==> config.mk <==
export PLATFORM = sky130hd
export DESIGN_NAME = tennis_score_display
export DESIGN_NICKNAME = d
export VERILOG_FILES = /design/src/rtl/tennis_score_display.sv
export SDC_FILE = /design/constraint.sdc
export NUM_CORES = 1
export LEC_CHECK = 0
export ABC_CLOCK_PERIOD_IN_PS = 5700
export BUFFER_PORTS_ARGS = -buffer_cell sky130_fd_sc_hd__buf_2
export CAP_MARGIN = 20
export CORE_MARGIN = 1.5
export CORE_UTILIZATION = 59
export DETAILED_ROUTE_END_ITERATION = 8
export PLACE_DENSITY = 0.76
export RECOVER_POWER = 25
export SLEW_MARGIN = 10
export SYNTH_ARGS = -nofsm -noshare
export SYNTH_HDL_FRONTEND = slang
export SYNTH_SLANG_ARGS = --single-unit
==> constraint.sdc <==
create_clock -name clk -period 5.7 [get_ports clk]
set_input_delay 0.285 -clock clk [delete_from_list [all_inputs] [get_ports clk]]
set_output_delay 0.285 -clock clk [all_outputs]
set_load 0.02 [all_outputs]
==> src/rtl/tennis_score_display.sv <==
// Scoreboard display driver: latches two player scores and scans them, with a
// winner banner and blinking winner score, onto a common-anode 7-segment bank.
module tennis_score_display #(
   parameter int NUM_DIGITS   = 8,
   parameter int SCORE_W      = 4,
   parameter int REFRESH_DIV  = 100000,
   parameter int BLINK_FRAMES = 64,
   parameter int WIN_SCORE    = 3
) (
   input  logic                  clk,
   input  logic                  rst,
   input  logic [SCORE_W-1:0]    p0,
   input  logic [SCORE_W-1:0]    p1,
   input  logic                  score_valid,
   input  logic                  clr,
   output logic [NUM_DIGITS-1:0] an_n,
   output logic [6:0]            seg_n,
   output logic                  frame_tick
);
   localparam int PS_W  = (REFRESH_DIV > 1) ? $clog2(REFRESH_DIV) : 1;
   localparam int IDX_W = $clog2(NUM_DIGITS);
   localparam int FC_W  = (BLINK_FRAMES > 1) ? $clog2(BLINK_FRAMES) : 1;
   localparam int H     = NUM_DIGITS / 2;
   localparam logic [6:0] SEG_BLANK = 7'h7F;
   localparam logic [6:0] SEG_P     = 7'b0001100;
   localparam logic [6:0] SEG_DASH  = 7'b0111111;

   logic [PS_W-1:0]       r_presc;
   logic [IDX_W-1:0]      r_idx;
   logic [FC_W-1:0]       r_fcnt;
   logic                  r_phase;
   logic [SCORE_W-1:0]    r_s0;
   logic [SCORE_W-1:0]    r_s1;
   logic [NUM_DIGITS-1:0] r_an;
   logic [6:0]            r_seg;
   logic                  r_ftick;

   logic       w_tc;
   logic       w_wrap;
   logic [6:0] w_s0;
   logic [6:0] w_s1;
   logic [6:0] w_d0;
   logic [6:0] w_d1;
   logic [3:0] w_s0_t;
   logic [3:0] w_s0_o;
   logic [3:0] w_s1_t;
   logic [3:0] w_s1_o;
   logic       w_win0;
   logic       w_win1;
   logic       w_blank0;
   logic       w_blank1;
   logic       w_drive;
   logic [6:0] w_glyph;

   function automatic logic [6:0] f_glyph(input logic [3:0] v);
      case (v)
         4'd0:    f_glyph = 7'b1000000;
         4'd1:    f_glyph = 7'b1111001;
         4'd2:    f_glyph = 7'b0100100;
         4'd3:    f_glyph = 7'b0110000;
         4'd4:    f_glyph = 7'b0011001;
         4'd5:    f_glyph = 7'b0010010;
         4'd6:    f_glyph = 7'b0000010;
         4'd7:    f_glyph = 7'b1111000;
         4'd8:    f_glyph = 7'b0000000;
         4'd9:    f_glyph = 7'b0010000;
         default: f_glyph = SEG_BLANK;
      endcase
   endfunction

   assign w_tc   = (r_presc == PS_W'(REFRESH_DIV - 1));
   assign w_wrap = w_tc && (r_idx == IDX_W'(NUM_DIGITS - 1));

   // Scores above 99 are held in full for winner detection but shown as 99.
   assign w_s0   = 7'(r_s0);
   assign w_s1   = 7'(r_s1);
   assign w_d0   = (w_s0 > 7'd99) ? 7'd99 : w_s0;
   assign w_d1   = (w_s1 > 7'd99) ? 7'd99 : w_s1;
   assign w_s0_t = 4'(w_d0 / 7'd10);
   assign w_s0_o = 4'(w_d0 % 7'd10);
   assign w_s1_t = 4'(w_d1 / 7'd10);
   assign w_s1_o = 4'(w_d1 % 7'd10);

   assign w_win0   = (w_s0 >= 7'(WIN_SCORE));
   assign w_win1   = (w_s1 >= 7'(WIN_SCORE));
   assign w_blank0 = w_win0 && !w_win1 && r_phase;
   assign w_blank1 = w_win1 && !w_win0 && r_phase;

   always_comb begin
      w_drive = 1'b0;
      w_glyph = SEG_BLANK;
      if (r_idx == IDX_W'(NUM_DIGITS - 1)) begin
         if (w_s0_t != 4'd0 && !w_blank0) begin
            w_drive = 1'b1;
            w_glyph = f_glyph(w_s0_t);
         end
      end else if (r_idx == IDX_W'(NUM_DIGITS - 2)) begin
         if (!w_blank0) begin
            w_drive = 1'b1;
            w_glyph = f_glyph(w_s0_o);
         end
      end else if (r_idx == IDX_W'(H)) begin
         if (w_win0 || w_win1) begin
            w_drive = 1'b1;
            w_glyph = (w_win0 && w_win1) ? SEG_DASH : SEG_P;
         end
      end else if (r_idx == IDX_W'(H - 1)) begin
         if (w_win0 || w_win1) begin
            w_drive = 1'b1;
            if (w_win0 && w_win1)
               w_glyph = SEG_DASH;
            else
               w_glyph = w_win0 ? f_glyph(4'd1) : f_glyph(4'd2);
         end
      end else if (r_idx == IDX_W'(1)) begin
         if (w_s1_t != 4'd0 && !w_blank1) begin
            w_drive = 1'b1;
            w_glyph = f_glyph(w_s1_t);
         end
      end else if (r_idx == IDX_W'(0)) begin
         if (!w_blank1) begin
            w_drive = 1'b1;
            w_glyph = f_glyph(w_s1_o);
         end
      end
   end

   // Scan engine: prescaler, digit index, frame counter and blink phase.
   always_ff @(posedge clk or posedge rst) begin
      if (rst) begin
         r_presc <= '0;
         r_idx   <= '0;
         r_fcnt  <= '0;
         r_phase <= 1'b0;
         r_ftick <= 1'b0;
      end else begin
         r_ftick <= w_wrap;
         if (w_tc) begin
            r_presc <= '0;
            r_idx   <= (r_idx == IDX_W'(NUM_DIGITS - 1)) ? '0 : r_idx + IDX_W'(1);
         end else begin
            r_presc <= r_presc + PS_W'(1);
         end
         if (w_wrap) begin
            if (r_fcnt == FC_W'(BLINK_FRAMES - 1)) begin
               r_fcnt  <= '0;
               r_phase <= ~r_phase;
            end else begin
               r_fcnt <= r_fcnt + FC_W'(1);
            end
         end
      end
   end

   always_ff @(posedge clk or posedge rst) begin
      if (rst) begin
         r_s0 <= '0;
         r_s1 <= '0;
      end else if (clr) begin
         r_s0 <= '0;
         r_s1 <= '0;
      end else if (score_valid) begin
         r_s0 <= p0;
         r_s1 <= p1;
      end
   end

   always_ff @(posedge clk or posedge rst) begin
      if (rst) begin
         r_an  <= '1;
         r_seg <= SEG_BLANK;
      end else begin
         r_an  <= w_drive ? ~(NUM_DIGITS'(1) << r_idx) : '1;
         r_seg <= w_glyph;
      end
   end

   assign an_n       = r_an;
   assign seg_n      = r_seg;
   assign frame_tick = r_ftick;
endmodule

==> results.txt, run 1 <==
After synthesis, the cell types taking the most area are dfrtp_1, dfstp_2, ha_1. The clock input transition at the sequential cells of the worst setup and hold paths is ~0.09 ns. The worst-case hold path end point is r_s1[1].

The final-report max-slew violation count is 44. In the routed design, unresolved DRC markers number 0. For this configuration, the core starts out at a cell density of 0.616.

The total nets after synthesis is roughly 370. The maximum count of clock buffers along a single path is 2. The synthesis-to-layout area growth came out at 9.12%.

The final-stage net count is 398. Summing every instance area after synthesis gives ~0.0032 mm2. The detailed router's first-iteration violation count came out at around 260. The worst supply voltage drop on vdd is around 0.00012 V. Setup slack on the worst reg-to-reg path comes out at ~2.9 ns. Before antenna repair, the detailed router went through 6 iterations. The count of cells along the worst register-to-register path came out at 7.

The worst hold path belongs to the class primary input to flop. After routing the design area is 0.00346 mm2. For the pin with the worst max-slew slack, the measured transition is approximately 2.1 ns. The critical path contains buffers and inverters numbering 2 combined. The worst setup path is of the flop to flop kind. The post-route total power came out at 0.000707 W. The worst hold path passes through 3 cells. The aggregate global routing overflow came out at 0. The CTS tree is yes. The launching element type of the critical path is a flop. Of the post-synthesis cell area, the dominant cell type holds 0.284. The maximum single-stage delay on the critical path is approximately 0.73 ns.

The per-instance average area after synthesis is around 9.4 um2. In this run the most critical hold path is launched from p1[1]. The slowest cell on the critical path is o311ai_0. The count of maximum capacitance violations came out at 1. During placement, the flow inserted port buffers numbering 27. The cell count after synthesis is 336. In the final routed layout, each cell accounts on average for approximately 14 um. The via count of the first global-routing pass came out at 2300. Across every metal layer, demand over resource in global routing totals 0.227. The signal on the critical path passes through inv_1 > ha_1 > inv_1 > o311ai_0 > o21ai_0 > a221oi_1 > o21ai_0. The total die area came out at 0.00582 mm2. The hold buffer count at cts is 0. For the worst setup path, the data arrival time is slightly above 3 ns. The number of warnings issued by yosys is 0.

The post-synthesis register bit count came out at approximately 50. Clock skew on the completed layout was measured at ~0.017 ns. The most used flip-flop cell after synthesis is dfrtp_1.

In this design, the largest share of critical-path delay is due to compound AO/OA/AOI/OAI gates. The share of flip-flops with an asynchronous set or reset came out at 1.00. The worst setup path is captured at a flop.

The overall die height came out at ~76 um. The maximum fanout count along the critical path is 9. The checks that failed: max-capacitance violations, max-slew violations. The final setup TNS came out at 0 ns. The relative slew slack is -0.414. The number of buffers created by CTS came out at 5. The clock latency of the later-clocked register in the worst-skew pair is about 0.31 ns.

The floorplan step defined a core boundary enclosing just over 0.005 mm2. The startpoint identified for the worst register-to-register timing path is r_s0[1]. Power spread over the standard cell area amounts to 205 mW/mm2. The first global-routing pass estimated between 10 and 15 mm of wire.

The cell taking the most area after synthesis is dfrtp_1. The number of antenna diodes came out at 0. The horizontal extent of the die came out at 76.3 um.

The cell with the most instances after synthesis is dfrtp_1. The via total after detailed routing came out at between 2000 and 3000. The sequential area share after synthesis came out at 0.409. The mean number of vias per cell is ~5.8. The maximum level of the CTS H-tree came out at 2. Sorting the synthesized cells by how often they occur yields dfrtp_1, nor2_1, inv_1. The minimum period implied by the final worst setup slack came out at about 2.8 ns.

The number of standard-cell rows in the floorplan is 26. The highest attainable clock frequency came out at ~360 MHz. After detailed placement, the total cell area comes to 0.00334 mm2.

After clock tree synthesis, the repair step resized 0 gates. The number of different library cells in the post-synthesis netlist is 58. The share of final-layout standard cells stronger than drive strength 1 came out at 0.187. The number of setup buffers added after CTS is 0. Clock tree synthesis selected as its root buffer the cell clkbuf_8. At the worst endpoint, the required time is 5.91 ns.

The final estimated routing congestion in global placement came out at approximately 0.90. The remaining number of nets flagged by the antenna check after routing is 0. The reported leakage power came out at roughly 1.6 nW. The number of failing hold endpoints at the final stage is 0. The number of antenna violations at the first check in global routing came out at 0. The CTS sink count is 51. The post-DP HPWL is roughly 4.5 mm. The endpoint identified for the worst register-to-register timing path is seg_n[6]. The run finished, with violations left. 28 I/O pins were placed.

The setup-violating endpoint count in the final report came out at 0. The pin count of the biggest net entering global routing is 52. Of the available clock period, the critical path in the final layout requires 0.493.

The wire length after detailed routing came out at 6.05 mm. Setup repair after global routing left no endpoint under its margin. Yosys mapped a number of flops with a built-in enable equal to 0.
registers in the layout (all words and copies together), names as in the netlist:
| register | count |
|---|---|
| an_n | 8 |
| frame_tick | 1 |
| r_fcnt | 6 |
| r_idx | 3 |
| r_phase | 1 |
| r_presc | 17 |
| r_s0 | 4 |
| r_s1 | 4 |
| seg_n | 7 |
kinds of logic (layout without fill, tap and decap cells):
family,Yosys count,count (layout),synth area share
fa+ha+maj,24,24,0.0948
compound gates,65,65,0.134
buf+inv,38,65,0.0490
flops,51,51,0.409
simple gates,124,124,0.212
mux,15,15,0.0494
xor+xnor,19,19,0.0525
worst max path at each step:
stage	start	to	cells after the start
2_1_floorplan	r_s1[1]	seg_n[3]	12
3_3_place_gp	r_s1[1]	seg_n[6]	11
3_5_place_dp	r_s0[1]	seg_n[3]	11
5_1_grt	rst	r_presc[2]	4
6_report	r_s0[1]	seg_n[6]	7
4_1_cts	r_s0[1]	seg_n[6]	7
final cells by class:
type                            instances  area, um2
Clock buffer                            6       82.6
Clock inverter                          2       16.3
Fill cell                             452       1680
Inverter                               27        101
Multi-Input combinational cell        247       1720
Sequential cell                        51       1290
Tap cell                               70       87.6
Timing Repair Buffer                   30        156
stage by stage:
stage / setup WS [ns] / std cells / utilization / hold WS, ns
after floorplan: 3.31 / 336 / - / 0.442
after CTS: 2.99 / 431 / 0.670 / 0.214
final: 2.89 / 433 / 0.673 / 0.218
after global placement: 3.07 / 423 / 0.651 / 0.478
after detailed placement: 3.07 / 423 / 0.651 / 0.480
after global routing: 2.43 / 433 / 0.673 / 0.240
placed cells by master (no fill, tap or decap), types with 3 or more instances in the layout:
| cell type | Yosys | final |
|---|---|---|
| nor3_1 | 5 | 5 |
| mux2_2 | 5 | 5 |
| or3_1 | 4 | 4 |
| mux2i_1 | 10 | 10 |
| a211oi_1 | 3 | 3 |
| buf_2 | 4 | 27 |
| o21ai_0 | 19 | 19 |
| xor2_1 | 10 | 10 |
| a221oi_1 | 3 | 3 |
| a21oi_1 | 17 | 17 |
| o31ai_1 | 6 | 6 |
| dfrtp_1 | 36 | 36 |
| and2_1 | 3 | 3 |
| ha_1 | 24 | 24 |
| nor2_1 | 32 | 32 |
| clkbuf_8 | 0 | 6 |
| and3_1 | 3 | 3 |
| xnor2_1 | 9 | 9 |
| nand3_1 | 20 | 20 |
| nor4bb_1 | 3 | 3 |
| nand2_1 | 25 | 25 |
| nor4_1 | 3 | 3 |
| inv_1 | 26 | 26 |
| dfstp_2 | 15 | 15 |
| nor2b_1 | 5 | 5 |
power by group:
group	switching, W	leakage (nW)	internal (W)
Combinational	0.0000600	0.903	0.0000404
Sequential	0.00000884	0.640	0.000377
Clock	0.000122	0.0474	0.0000992
routing by layer:
metal | global-route usage | vias to the layer above | routed length [um]
li1 | - | 1231 | -
met1 | 0.328 | 1183 | 2940
met2 | 0.342 | 93 | 2670
met3 | 0.0455 | 17 | 322
met4 | 0.0741 | 0 | 110
met5 | 0 | - | 0
worst min-delay path, stage by stage:
cell and delay [ns]:
buf_2 0.07, mux2i_1 0.06, nor2_1 0.07
Power figures use the tool's default switching activity.
==> run 2, diff against run 1 <==
ABC_CLOCK_PERIOD_IN_PS = 2600   (was 5700)
clock period = 2.6 ns   (was 5.7 ns; I/O delays follow)
==> run 2 against run 1 <==
  * The flow now finishes without violations
  * Die area unchanged
  * Worst setup slack lost 2.7 ns
  * Sequential power rose by 120%
  * Worst hold slack lost 0.15 ns
  * Clock skew decreased by 0.0071 ns
  * Sequential share of layout area shrank 1.3 points
  * Cell area grew 3.6%
  * Critical path depth grew 2
  * Fmax grew 17%
  * Combinational power grew 140%
  * Largest cell class unchanged
  * Largest power group unchanged
  * Highest routed layer unchanged
==> results.txt, run 2 (same netlist as run 1, synthesis figures left out) <==
The measured slew at the worst slew-check pin is ~0.85 ns. The worst clock skew came out at between 0.009 and 0.01 ns. The clock input transition at the sequential cells of the worst setup and hold paths came out at ~0.09 ns. Counting every sink on the clock net gives 51. The highest attainable clock frequency is between 400 and 500 MHz. The number of stages on the worst hold path is 3. In the finished design, the share of the clock period the worst path needs comes to 0.925.

The slowest stage of the critical path is the a221oi_1 cell. On the final layout, the worst hold slack is approximately 0.064 ns. The number of iterations in the first detailed-routing pass came out at 4.

The number of antenna violations at the first check in global routing is 0. The share of final-layout standard cells stronger than drive strength 1 came out at 0.209. For this run, design rule violations remaining after detail routing come to 0. The final-stage net count came out at slightly above 400. The maximum count of clock buffers along a single path is 2. The final core utilization is 0.697. TritonCTS built the clock tree. The count of cells along the worst register-to-register path came out at 9.

After layout, the worst setup slack is slightly below 0.2 ns. The initial utilization of the core area, before any placement, comes to 0.616. The class of the tightest hold or removal check is primary input to flop. Buffers inserted during clock tree synthesis total 5. The proportion of total power due to net switching came out at 0.252.

The required arrival time at the worst endpoint came out at roughly 2.8 ns. The synthesis-to-layout area growth came out at 13.1%. The power per cell area came out at 463 mW/mm2. Of the total power, the clock network draws 0.350.

The internal power summed over all cells came out at 0.00124 W. The first-pass GRT wire length came out at 11.2 mm. In this run the horizontal extent of the chip is ~76 um. Max-cap violations in this run came to 0. Measured against its own limit, the worst slew margin works out to 0.430. The count of nets left with antenna violations once routing finished came out at 0.

STA classifies the critical path endpoint as a flop. The sequential cell area in the final layout is ~0.0013 mm2. The signal on the critical path passes through clkbuf_1 > a211oi_1 > buf_4 > inv_1 > ha_1 > a21oi_1 > o21ai_0 > a221oi_1 > o21ai_0. The maximum fanout count along the critical path came out at 8.

The register with the most flip-flops in the layout has 17 of them. The die covers ~0.0058 mm2. The source of the worst register-to-register timing path is r_s0[1]. The final setup TNS came out at 0 ns. The library cells used most frequently in the layout, excluding fill and tap cells, are dfrtp_1, nor2_1, inv_1. The worst setup path category is flop to flop.

r_presc holds more flip-flops than any other register. The number of setup buffers added after CTS is 0. The root buffer cell chosen for the clock tree is clkbuf_8. Routability-driven placement finished with a final weighted congestion of 0.887. The aggregate global routing overflow is 0. For this run, the total global-route usage over all layers was measured as 0.236. For hold timing, the worst endpoint is r_s1[0].

The wire length after detailed routing is 6.27 mm. The run finished with clean final reports. Summing all multi-input logic gate instances after layout gives between 0.0015 and 0.002 mm2. Setup violations remaining at the end of the flow were counted as 0. The number of failing hold endpoints at the final stage was 0. The via total after detailed routing came out at 2543. The worst hold path begins at p1[0]. Of the total power, registers draw 0.504. The setup slack on the worst flop-to-flop path came out at between 0.15 and 0.2 ns. The via count of the first global-routing pass is between 2000 and 2500. The post-DP HPWL came out at 4.79 mm.

The minimum period implied by the final worst setup slack is about 2.4 ns. The pin count of the biggest net entering global routing came out at 35. The worst supply voltage drop on vdd came out at about 0.00026 V. The final-report max-slew violation count is 0. The region available for standard cell placement spans around 0.0051 mm2.

The detailed router's first-iteration violation count is slightly below 200. The maximum level of the CTS H-tree is 2. The overall die height is around 76 um. The number of antenna diodes came out at 0. Setup repair after global routing left no endpoint under its margin. The maximum single-stage delay on the critical path is 0.43 ns. The share of total power dissipated in combinational logic is 0.146.

The switching power of the nets is roughly 0.00042 W. The routed wire length per instance came out at 14.0 um. The number of port buffers is 27. Row generation in the floorplan step produced 26 rows. The worst setup path is launched from a flop.

The filler cell count is 434. Clock latency on the worst-skew pair, taken at its later pin, is 0.30 ns. In this design, the critical path's most frequently occurring cell is o21ai_0. The library cell used most frequently in the layout, excluding fill and tap cells, is dfrtp_1.

The mean number of vias per cell is between 5 and 6. The worst path arrival time is ~2.6 ns. The number of placed I/O pins is 28. In this run the static leakage power is 1.65 nW. The worst register-to-register path ends at seg_n[6]. The setup slack after placement is between 0.15 and 0.2 ns.
[run 2: timing repair]
item / in CTS / in global routing
endpoints found under the hold margin: 17 / 0
resized for setup: 0 / 4
hold buffers: 1 / 0
setup endpoints to repair: 0 / 3
[run 2: layout make-up]
cell class	instances	share of cell area
Multi-Input combinational cell	247	0.483
Tap cell	70	0.0244
Clock buffer	6	0.0231
Timing Repair Buffer	45	0.0692
Inverter	27	0.0283
Clock inverter	2	0.0108
Sequential cell	51	0.362
[run 2: routing by layer]
layer / track usage / part of all wire / vias to the layer above
met5: 0 / 0 / -
met1: 0.335 / 0.50 / 1198
met3: 0.0371 / 0.039 / 14
li1: - / - / 1273
met4: 0.0833 / 0.021 / 0
met2: 0.369 / 0.44 / 58
[run 2: worst max path at each step]
stage	startpoint	endpoint	slack (ns)	cells after the start
final	r_s0[1]	seg_n[6]	0.20	9
after global routing	r_s0[1]	seg_n[3]	0.02	11
after CTS	r_s0[1]	seg_n[3]	0.14	11
after detailed placement	r_s0[1]	seg_n[3]	0.19	11
after global placement	r_s0[1]	seg_n[3]	0.25	11
after floorplan	r_s1[1]	seg_n[3]	0.21	12
[run 2: through the flow]
step,total power [W],std cells,cell area (um2)
floorplan,0.00102,336,3170
global placement,0.00109,439,3460
detailed placement,0.00110,439,3460
CTS,0.00168,448,3600
global route,0.00175,448,3580
finish,0.00166,448,3580
[run 2: power groups by stage]
stage / sequential, W / clock (W) / combinational [W]
final: 0.000836 / 0.000580 / 0.000243
after global routing: 0.000839 / 0.000636 / 0.000274
after CTS: 0.000836 / 0.000597 / 0.000247
after detailed placement: 0.000851 / 0 / 0.000244
after global placement: 0.000850 / 0 / 0.000239
after floorplan: 0.000876 / 0 / 0.000147
[run 2: worst max-delay path: cells and delay by family (launching register included)]
family,cells,cell delay (ns)
buffers and inverters,3,0.40
AOI/OAI and AO/OA,5,1.29
adders and majority gates,1,0.23
DFF,1,0.38
